`config.mk`:
```
export PLATFORM = sky130hd
export DESIGN_NAME = dffram_wb_ctrl_flat
export DESIGN_NICKNAME = d
export VERILOG_FILES = /design/src/rtl/dffram_wb_ctrl_if.sv /design/src/rtl/dffram_wb_ctrl.sv /design/src/flat_wrapper.sv
export SDC_FILE = /design/constraint.sdc
export NUM_CORES = 1
export LEC_CHECK = 0
export BUFFER_PORTS_ARGS = -buffer_cell sky130_fd_sc_hd__buf_2
export CORE_UTILIZATION = 51
export DETAILED_ROUTE_END_ITERATION = 7
export GPL_TIMING_DRIVEN = 1
export PLACE_DENSITY_LB_ADDON = 0.25
export SLEW_MARGIN = 20
export SYNTH_ARGS = -nofsm -noshare
export SYNTH_HDL_FRONTEND = slang
export SYNTH_SLANG_ARGS = --single-unit
```
`constraint.sdc`:
```
create_clock -name CLK -period 2.25 [get_ports CLK]
set_clock_uncertainty 0.1 [all_clocks]
set_input_delay 0.3375 -clock CLK [delete_from_list [all_inputs] [get_ports CLK]]
set_output_delay 0.3375 -clock CLK [all_outputs]
set_load 0.03 [all_outputs]
```
`src/rtl/dffram_wb_ctrl_if.sv`:
```
// Wishbone Classic bus bundle for the DFFRAM controller.
// Slave side is the RAM controller, master side the interconnect.
interface dffram_wb_ctrl_if #(
   parameter int AW = 9,
   parameter int SW = 4
);
   logic              wb_cyc_i;
   logic              wb_stb_i;
   logic              wb_we_i;
   logic [SW-1:0]     wb_sel_i;
   logic [AW+1:0]     wb_adr_i;
   logic [8*SW-1:0]   wb_dat_i;
   logic [8*SW-1:0]   wb_dat_o;
   logic              wb_ack_o;

   modport slave (
      input  wb_cyc_i,
      input  wb_stb_i,
      input  wb_we_i,
      input  wb_sel_i,
      input  wb_adr_i,
      input  wb_dat_i,
      output wb_dat_o,
      output wb_ack_o
   );

   modport master (
      output wb_cyc_i,
      output wb_stb_i,
      output wb_we_i,
      output wb_sel_i,
      output wb_adr_i,
      output wb_dat_i,
      input  wb_dat_o,
      input  wb_ack_o
   );
endinterface

```
`src/rtl/dffram_wb_ctrl.sv`:
```
// Wishbone Classic front-end for one 512x32 DFFRAM bank.
// Issues one registered RAM strobe per transfer, acks 3 cycles later.
module dffram_wb_ctrl #(
   parameter int AW = 9,
   parameter int SW = 4
) (
   input  logic              CLK,
   input  logic              RST,
   dffram_wb_ctrl_if.slave   wb,
   output logic              EN0,
   output logic [SW-1:0]     WE0,
   output logic [AW-1:0]     A0,
   output logic [8*SW-1:0]   Di0,
   input  logic [8*SW-1:0]   Do0
);
   localparam logic [1:0] IDLE    = 2'd0;
   localparam logic [1:0] ISSUE   = 2'd1;
   localparam logic [1:0] CAPTURE = 2'd2;
   localparam logic [1:0] ACK     = 2'd3;

   logic [1:0]        state_q, state_d;
   logic              en_q, en_d;
   logic [SW-1:0]     we_q, we_d;
   logic [AW-1:0]     a_q, a_d;
   logic [8*SW-1:0]   di_q, di_d;
   logic [8*SW-1:0]   dat_q, dat_d;
   logic              ack_q, ack_d;
   logic              rd_q, rd_d;
   logic              req;

   // byte offset never reaches the word-addressed RAM
   logic              unused_adr;
   assign unused_adr = ^wb.wb_adr_i[1:0];

   assign req = wb.wb_cyc_i & wb.wb_stb_i;

   // next-state: accept in IDLE, strobe once, capture, then ack
   always_comb begin
      state_d = state_q;
      en_d    = en_q;
      we_d    = we_q;
      a_d     = a_q;
      di_d    = di_q;
      dat_d   = dat_q;
      rd_d    = rd_q;
      ack_d   = 1'b0;
      unique case (state_q)
         IDLE: begin
            en_d = 1'b0;
            we_d = '0;
            if (req) begin
               a_d     = wb.wb_adr_i[AW+1:2];
               di_d    = wb.wb_dat_i;
               we_d    = wb.wb_we_i ? wb.wb_sel_i : '0;
               en_d    = 1'b1;
               rd_d    = ~wb.wb_we_i;
               state_d = ISSUE;
            end
         end
         ISSUE: begin
            en_d    = 1'b0;
            we_d    = '0;
            state_d = CAPTURE;
         end
         CAPTURE: begin
            if (rd_q) dat_d = Do0;
            if (wb.wb_cyc_i) begin
               ack_d   = 1'b1;
               state_d = ACK;
            end else begin
               state_d = IDLE;
            end
         end
         ACK: begin
            state_d = IDLE;
         end
         default: begin
            state_d = IDLE;
         end
      endcase
   end

   // state and output registers, reset wins over any request
   always_ff @(posedge CLK) begin
      if (RST) begin
         state_q <= IDLE;
         en_q    <= 1'b0;
         we_q    <= '0;
         a_q     <= '0;
         di_q    <= '0;
         dat_q   <= '0;
         ack_q   <= 1'b0;
         rd_q    <= 1'b0;
      end else begin
         state_q <= state_d;
         en_q    <= en_d;
         we_q    <= we_d;
         a_q     <= a_d;
         di_q    <= di_d;
         dat_q   <= dat_d;
         ack_q   <= ack_d;
         rd_q    <= rd_d;
      end
   end

   assign EN0         = en_q;
   assign WE0         = we_q;
   assign A0          = a_q;
   assign Di0         = di_q;
   assign wb.wb_dat_o = dat_q;
   assign wb.wb_ack_o = ack_q;
endmodule

```
`src/flat_wrapper.sv`:
```
// flat-port wrapper written by rule: the top's interface ports become plain ports
module dffram_wb_ctrl_flat 
#(
   parameter int AW = 9,
   parameter int SW = 4
)
  (CLK, RST, EN0, WE0, A0, Di0, Do0, wb_wb_cyc_i, wb_wb_stb_i, wb_wb_we_i, wb_wb_sel_i, wb_wb_adr_i, wb_wb_dat_i, wb_wb_dat_o, wb_wb_ack_o);
  dffram_wb_ctrl_if #(.AW(AW), .SW(SW)) wb_i ();
  input  logic CLK;
  input  logic RST;
  output logic EN0;
  output logic [SW-1:0] WE0;
  output logic [AW-1:0] A0;
  output logic [8*SW-1:0] Di0;
  input  logic [8*SW-1:0] Do0;
  input wire logic [$bits(wb_i.wb_cyc_i)-1:0] wb_wb_cyc_i;
  input wire logic [$bits(wb_i.wb_stb_i)-1:0] wb_wb_stb_i;
  input wire logic [$bits(wb_i.wb_we_i)-1:0] wb_wb_we_i;
  input wire logic [$bits(wb_i.wb_sel_i)-1:0] wb_wb_sel_i;
  input wire logic [$bits(wb_i.wb_adr_i)-1:0] wb_wb_adr_i;
  input wire logic [$bits(wb_i.wb_dat_i)-1:0] wb_wb_dat_i;
  output wire logic [$bits(wb_i.wb_dat_o)-1:0] wb_wb_dat_o;
  output wire logic [$bits(wb_i.wb_ack_o)-1:0] wb_wb_ack_o;
  assign wb_i.wb_cyc_i = wb_wb_cyc_i;
  assign wb_i.wb_stb_i = wb_wb_stb_i;
  assign wb_i.wb_we_i = wb_wb_we_i;
  assign wb_i.wb_sel_i = wb_wb_sel_i;
  assign wb_i.wb_adr_i = wb_wb_adr_i;
  assign wb_i.wb_dat_i = wb_wb_dat_i;
  assign wb_wb_dat_o = wb_i.wb_dat_o;
  assign wb_wb_ack_o = wb_i.wb_ack_o;
  dffram_wb_ctrl #(.AW(AW), .SW(SW)) u_core (.CLK(CLK), .RST(RST), .wb(wb_i), .EN0(EN0), .WE0(WE0), .A0(A0), .Di0(Di0), .Do0(Do0));
endmodule
```
==> results.json, run 1 <==
{
  "syn-cell-area_um2": 3670,
  "cts_buffer_depth": 2,
  "cts_tree": "built",
  "hold_violations": 0,
  "post-route-period-util_pct": 74.1,
  "cp_max_fo": 26,
  "start_kind": "flop",
  "arrival_ns": 1.82,
  "design_area_um2": 4650,
  "hold_path_depth": 3,
  "detail_route.vias_per_cell": 4.70,
  "portBuffers": 160,
  "pwr-share-clk_pct": 33.4,
  "synthCells": 353,
  "final-setup-viol-count": 0,
  "clkSinkCount": 82,
  "syn_nets": 437,
  "power.leakage_uw": 0.00207,
  "first_pass_iters": 4,
  "max_freq_ghz": 0.600,
  "multiInputGateArea_um2": 1830,
  "cap_violations": 0,
  "cp.required_ns": 2.40,
  "power_switching_uw": 717,
  "cp.depth": 3,
  "dieArea_um2": 7530,
  "synth-warning-count": 0,
  "grt_start_max_net_pins": 79,
  "cp_cell_sequence": "and3b_2 -> buf_12 -> mux2i_1",
  "fillCellCount": 581,
  "fin_crit_ns": 1.67,
  "wl_mm": 7.18,
  "p_seq_share_pct": 52.5,
  "post_cts_buffers": 0,
  "maxSlewHeadroom_pct": 70.1,
  "layout-drive-gt1-share_pct": 35.9,
  "drc": 0,
  "rows": 30,
  "antenna_cells": 0,
  "seq_area_frac_synth_pct": 44.8,
  "cp_top_family": "flip-flops",
  "ios": 163,
  "cts_buffers": 9,
  "regArea_um2": 1640,
  "min_path_type": "input pin to flop",
  "p_comb_share_pct": 14.1,
  "slowest_stage": "dfxtp_1",
  "fin_nets": 585,
  "grt_pass1_wl_mm": 11.2,
  "synth_cell_type_count": 21,
  "crit_buf_inv": 1,
  "hold_buffers": 0,
  "syn_to_final_growth_pct": 26.7,
  "ys_ff_latch": 82,
  "overflow": 0,
  "fin_util_pct": 67.6,
  "dieWidth_um": 86.8,
  "routed-via-count": 2819,
  "clock_latency_ns": 0.33,
  "status": "complete, no violations",
  "crit_path_max_incr_delay_ns": 0.56,
  "start_util_pct": 53.4,
  "gp_congestion": 0.736,
  "p_per_area_nw_per_um2": 625,
  "clk_pin_slew_ns": 0.08,
  "postSynthAreaPerCell_um2": 10.4,
  "cp-end-kind": "flop",
  "coreArea_um2": 6870,
  "grt_pass1_vias": 2623,
  "r2r_cells": 3,
  "critPathKind": "flop to flop",
  "cts.htree.levels": 3,
  "cts.repair.resized": 0,
  "postPlaceCellArea_um2": 4470,
  "tns_ns": 0,
  "antenna_found_initial": 0,
  "p_sw_share_pct": 24.7,
  "drt_iter0_markers": 50,
  "grtUsageTotal_pct": 18.9,
  "rsz0062_at_grt": "false",
  "worst_slew_pin_slew_ns": 0.449,
  "dp_hpwl_mm": 5.12,
  "slew_viol_final": 0,
  "wl_per_cell_um": 12.0,
  "clockRootBuffer": "clkbuf_8",
  "postRouteAntennaNets": 0,
  "p_int_uw": 2190,
  "vdd_drop_max_mv": 0.360,
  "die_y_um": 86.8
}
==> worst paths after layout <==
kind                          start                endpoint  slack (ns)
hold / removal              Do0[19]  u_core.wb.wb_dat_o[19]        0.16
setup reg to reg  u_core.state_q[1]  u_core.wb.wb_dat_o[28]        0.58
hold reg to reg        u_core.A0[2]            u_core.A0[2]        0.37
setup / recovery  u_core.state_q[1]  u_core.wb.wb_dat_o[28]        0.58
==> final cells by class <==
| class | instances | share of cell area, % |
|---|---|---|
| well taps | 96 | 2.59 |
| repair buffers | 164 | 19.0 |
| flip-flops and latches | 82 | 35.3 |
| clock inverters | 4 | 0.970 |
| multi-input cells | 244 | 39.4 |
| clock buffers | 10 | 2.75 |
==> power by group through the flow <==
stage          registers [µW]  clock network, µW  logic [µW]
2_1_floorplan            1640                  0         197
3_3_place_gp             1550                  0         405
3_5_place_dp             1560                  0         414
4_1_cts                  1520               1010         415
5_1_grt                  1530               1070         443
6_report                 1520                969         409
==> cells by family (layout without fill, tap and decap cells) <==
logic type / after synthesis / in the layout / share of synthesized area [%]
and+or+nand+nor: 163 / 163 / 28.1
buffers and inverters: 27 / 178 / 5.77
muxes: 74 / 74 / 20.2
DFF: 82 / 82 / 44.8
AOI/OAI and AO/OA: 7 / 7 / 1.16
==> flip-flops by register name (all words and copies together) (netlist names) <==
| signal | cells |
|---|---|
| u_core.Di0 | 32 |
| u_core.wb.wb_ack_o | 1 |
| u_core.wb.wb_dat_o | 32 |
| u_core.A0 | 9 |
| u_core.EN0 | 1 |
| u_core.WE0 | 4 |
| u_core.rd_q | 1 |
| u_core.state_q | 2 |
==> routing by layer <==
layer,global-route usage [%],wire length [µm],vias to the layer above
li1,-,-,1434
met1,21.4,3110,1272
met2,32.6,3430,101
met3,5.71,511,12
met4,8.64,126,0
met5,0,0,-
==> layout by cell type (no fill, tap or decap) <==
cell,synthesis,routed
clkbuf_8,0,9
a21oi_1,2,2
nand3b_1,5,5
or2b_1,1,1
mux2_2,1,1
nand4bb_1,1,1
bufinv_16,0,1
nand2b_1,146,146
dfxtp_1,82,82
nor2b_1,1,1
o22ai_1,4,4
and4bb_2,1,1
clkbuf_1,14,1
o21bai_1,1,1
buf_2,3,160
mux2i_1,73,73
and3b_2,0,1
nor4bb_4,0,1
clkinv_2,0,3
nand2_1,5,5
buf_12,4,4
nor2_1,1,1
==> stage by stage <==
step,cells,setup WS [ns],hold WS (ns),total power [µW]
after detailed placement,586,0.599,0.360,1970
after CTS,600,0.587,0.136,2950
after floorplan,353,0.892,0.392,1840
final,600,0.583,0.157,2900
after global placement,586,0.685,0.352,1960
after global routing,600,0.502,0.141,3040
==> cell usage after synthesis <==
cell         n  area [µm²]
nand3b_1     5        37.5
and4bb_2     1        12.5
buf_12       4        80.1
buf_2        3        15.0
nand2b_1   146         913
clkbuf_1    14        52.6
dfxtp_1     82        1640
a21oi_1      2        10.0
o22ai_1      4        25.0
nand2_1      5        18.8
o21bai_1     1        7.51
mux2_2       1        11.3
buf_6        5        56.3
and3b_1      1        8.76
nor2b_1      1        6.26
nor2_1       1        3.75
nand4bb_1    1        11.3
buf_4        1        7.51
or2b_1       1        7.51
mux2i_1     73         731
nor4bb_1     1        10.0
==> worst min-delay path, cell delays in order <==
cell and delay [ns]:
buf_2 0.09, nand2b_1 0.05, mux2i_1 0.06
Power figures use the tool's default switching activity.
==> inputs of run 2 (changes only) <==
- CORE_UTILIZATION: 51 -> 47
- clock period: 2.25 -> 1.64 ns (I/O delays scaled with it)
==> results.json, run 2 (synthesis gave the netlist of run 1 again) <==
{
  "cp.required_ns": 1.81,
  "die_y_um": 90.3,
  "portBuffers": 160,
  "syn_to_final_growth_pct": 27.7,
  "grt_pass1_vias": 2725,
  "dieWidth_um": 90.3,
  "hold_buffers": 0,
  "min_path_type": "input pin to flop",
  "detail_route.vias_per_cell": 4.66,
  "drc": 0,
  "cts_tree": "built",
  "clockRootBuffer": "clkbuf_8",
  "fillCellCount": 675,
  "cp-end-kind": "flop",
  "slew_viol_final": 0,
  "cp.depth": 3,
  "vdd_drop_max_mv": 0.390,
  "hold_violations": 0,
  "first_pass_iters": 4,
  "multiInputGateArea_um2": 1830,
  "max_freq_ghz": 0.671,
  "ios": 163,
  "power.leakage_uw": 0.00209,
  "post-route-period-util_pct": 90.8,
  "slowest_stage": "nor4bb_4",
  "cp_max_fo": 13,
  "worst_slew_pin_slew_ns": 0.355,
  "critPathKind": "flop to flop",
  "pwr-share-clk_pct": 34.7,
  "rows": 31,
  "post_cts_buffers": 0,
  "clkSinkCount": 82,
  "fin_nets": 588,
  "power_switching_uw": 1020,
  "drt_iter0_markers": 50,
  "regArea_um2": 1640,
  "layout-drive-gt1-share_pct": 36.2,
  "p_int_uw": 3060,
  "grtUsageTotal_pct": 18.5,
  "fin_util_pct": 63.2,
  "grt_pass1_wl_mm": 12.3,
  "cp_top_family": "simple AND/OR/NAND/NOR gates",
  "layout_common_cells": "buf_2 (160), nand2b_1 (146), dfxtp_1 (82), mux2i_1 (73), clkbuf_8 (10)",
  "final-setup-viol-count": 0,
  "maxSlewHeadroom_pct": 76.3,
  "cp_cell_sequence": "nor4bb_4 -> buf_4 -> mux2i_1",
  "cts.htree.levels": 3,
  "dieArea_um2": 8160,
  "wl_per_cell_um": 12.2,
  "dp_hpwl_mm": 5.27,
  "clock_latency_ns": 0.34,
  "antenna_found_initial": 1,
  "p_per_area_nw_per_um2": 869,
  "fin_crit_ns": 1.49,
  "rsz0062_at_grt": "false",
  "cts_buffers": 9,
  "cap_violations": 0,
  "tns_ns": 0,
  "p_seq_share_pct": 51.3,
  "coreArea_um2": 7410,
  "status": "complete, no violations",
  "crit_buf_inv": 1,
  "cts_buffer_depth": 2,
  "crit_path_max_incr_delay_ns": 0.40,
  "r2r_cells": 3,
  "gp_congestion": 0.714,
  "start_util_pct": 49.5,
  "hold_path_depth": 3,
  "postRouteAntennaNets": 0,
  "wl_mm": 7.43,
  "overflow": 0,
  "arrival_ns": 1.66,
  "p_comb_share_pct": 14.0,
  "p_sw_share_pct": 24.9,
  "cts.repair.resized": 0,
  "antenna_cells": 0,
  "grt_start_max_net_pins": 74,
  "start_kind": "flop",
  "routed-via-count": 2830,
  "clk_pin_slew_ns": 0.08,
  "layout_commonest_cell": "buf_2"
}
-- run 2: through the flow --
stage,cells,setup slack (ns),hold slack (ns),cell area [µm²],power [µW]
detailed placement,592,0.141,0.356,4500,2710
global route,607,0.00353,0.0481,4680,4250
floorplan,353,0.306,0.301,3670,2530
global placement,592,0.176,0.351,4500,2690
finish,607,0.150,0.0580,4680,4070
CTS,607,0.130,0.0414,4680,4130
-- run 2: power groups by stage --
stage | clock (µW) | combinational [µW] | sequential [µW]
after floorplan | 0 | 270 | 2260
after global placement | 0 | 564 | 2130
after detailed placement | 0 | 575 | 2140
after CTS | 1460 | 576 | 2090
after global routing | 1540 | 617 | 2100
final | 1410 | 570 | 2090
-- run 2: worst reg2reg max path, cell delays in order (launching register included) --
cell and delay [ns]:
dfxtp_1 0.36, nor4bb_4 0.40, buf_4 0.33, mux2i_1 0.22
-- run 2: area by class of cell --
| cell class | count | area share [%] |
|---|---|---|
| Timing Repair Buffer | 167 | 19.3 |
| Tap cell | 99 | 2.64 |
| Clock buffer | 12 | 3.10 |
| Sequential cell | 82 | 35.0 |
| Multi-Input combinational cell | 244 | 39.1 |
| Clock inverter | 3 | 0.855 |
-- run 2: path summary, 6_finish.rpt --
path                                   startpoint      endpoint  slack, ns
worst max-delay path            u_core.state_q[0]  u_core.A0[1]       0.15
worst min-delay path               wb_wb_adr_i[8]  u_core.A0[6]       0.06
worst max register to register  u_core.state_q[0]  u_core.A0[1]       0.15
worst min register to register         u_core.EN0    u_core.EN0       0.37
-- run 2: routing by layer --
metal  GRT usage (%)  up-vias  wire, µm
met5               0        -        10
met4            8.20        2       162
met3            5.39       19       543
met2            29.0      107      3290
met1            23.6     1260      3420
li1                -     1442         -
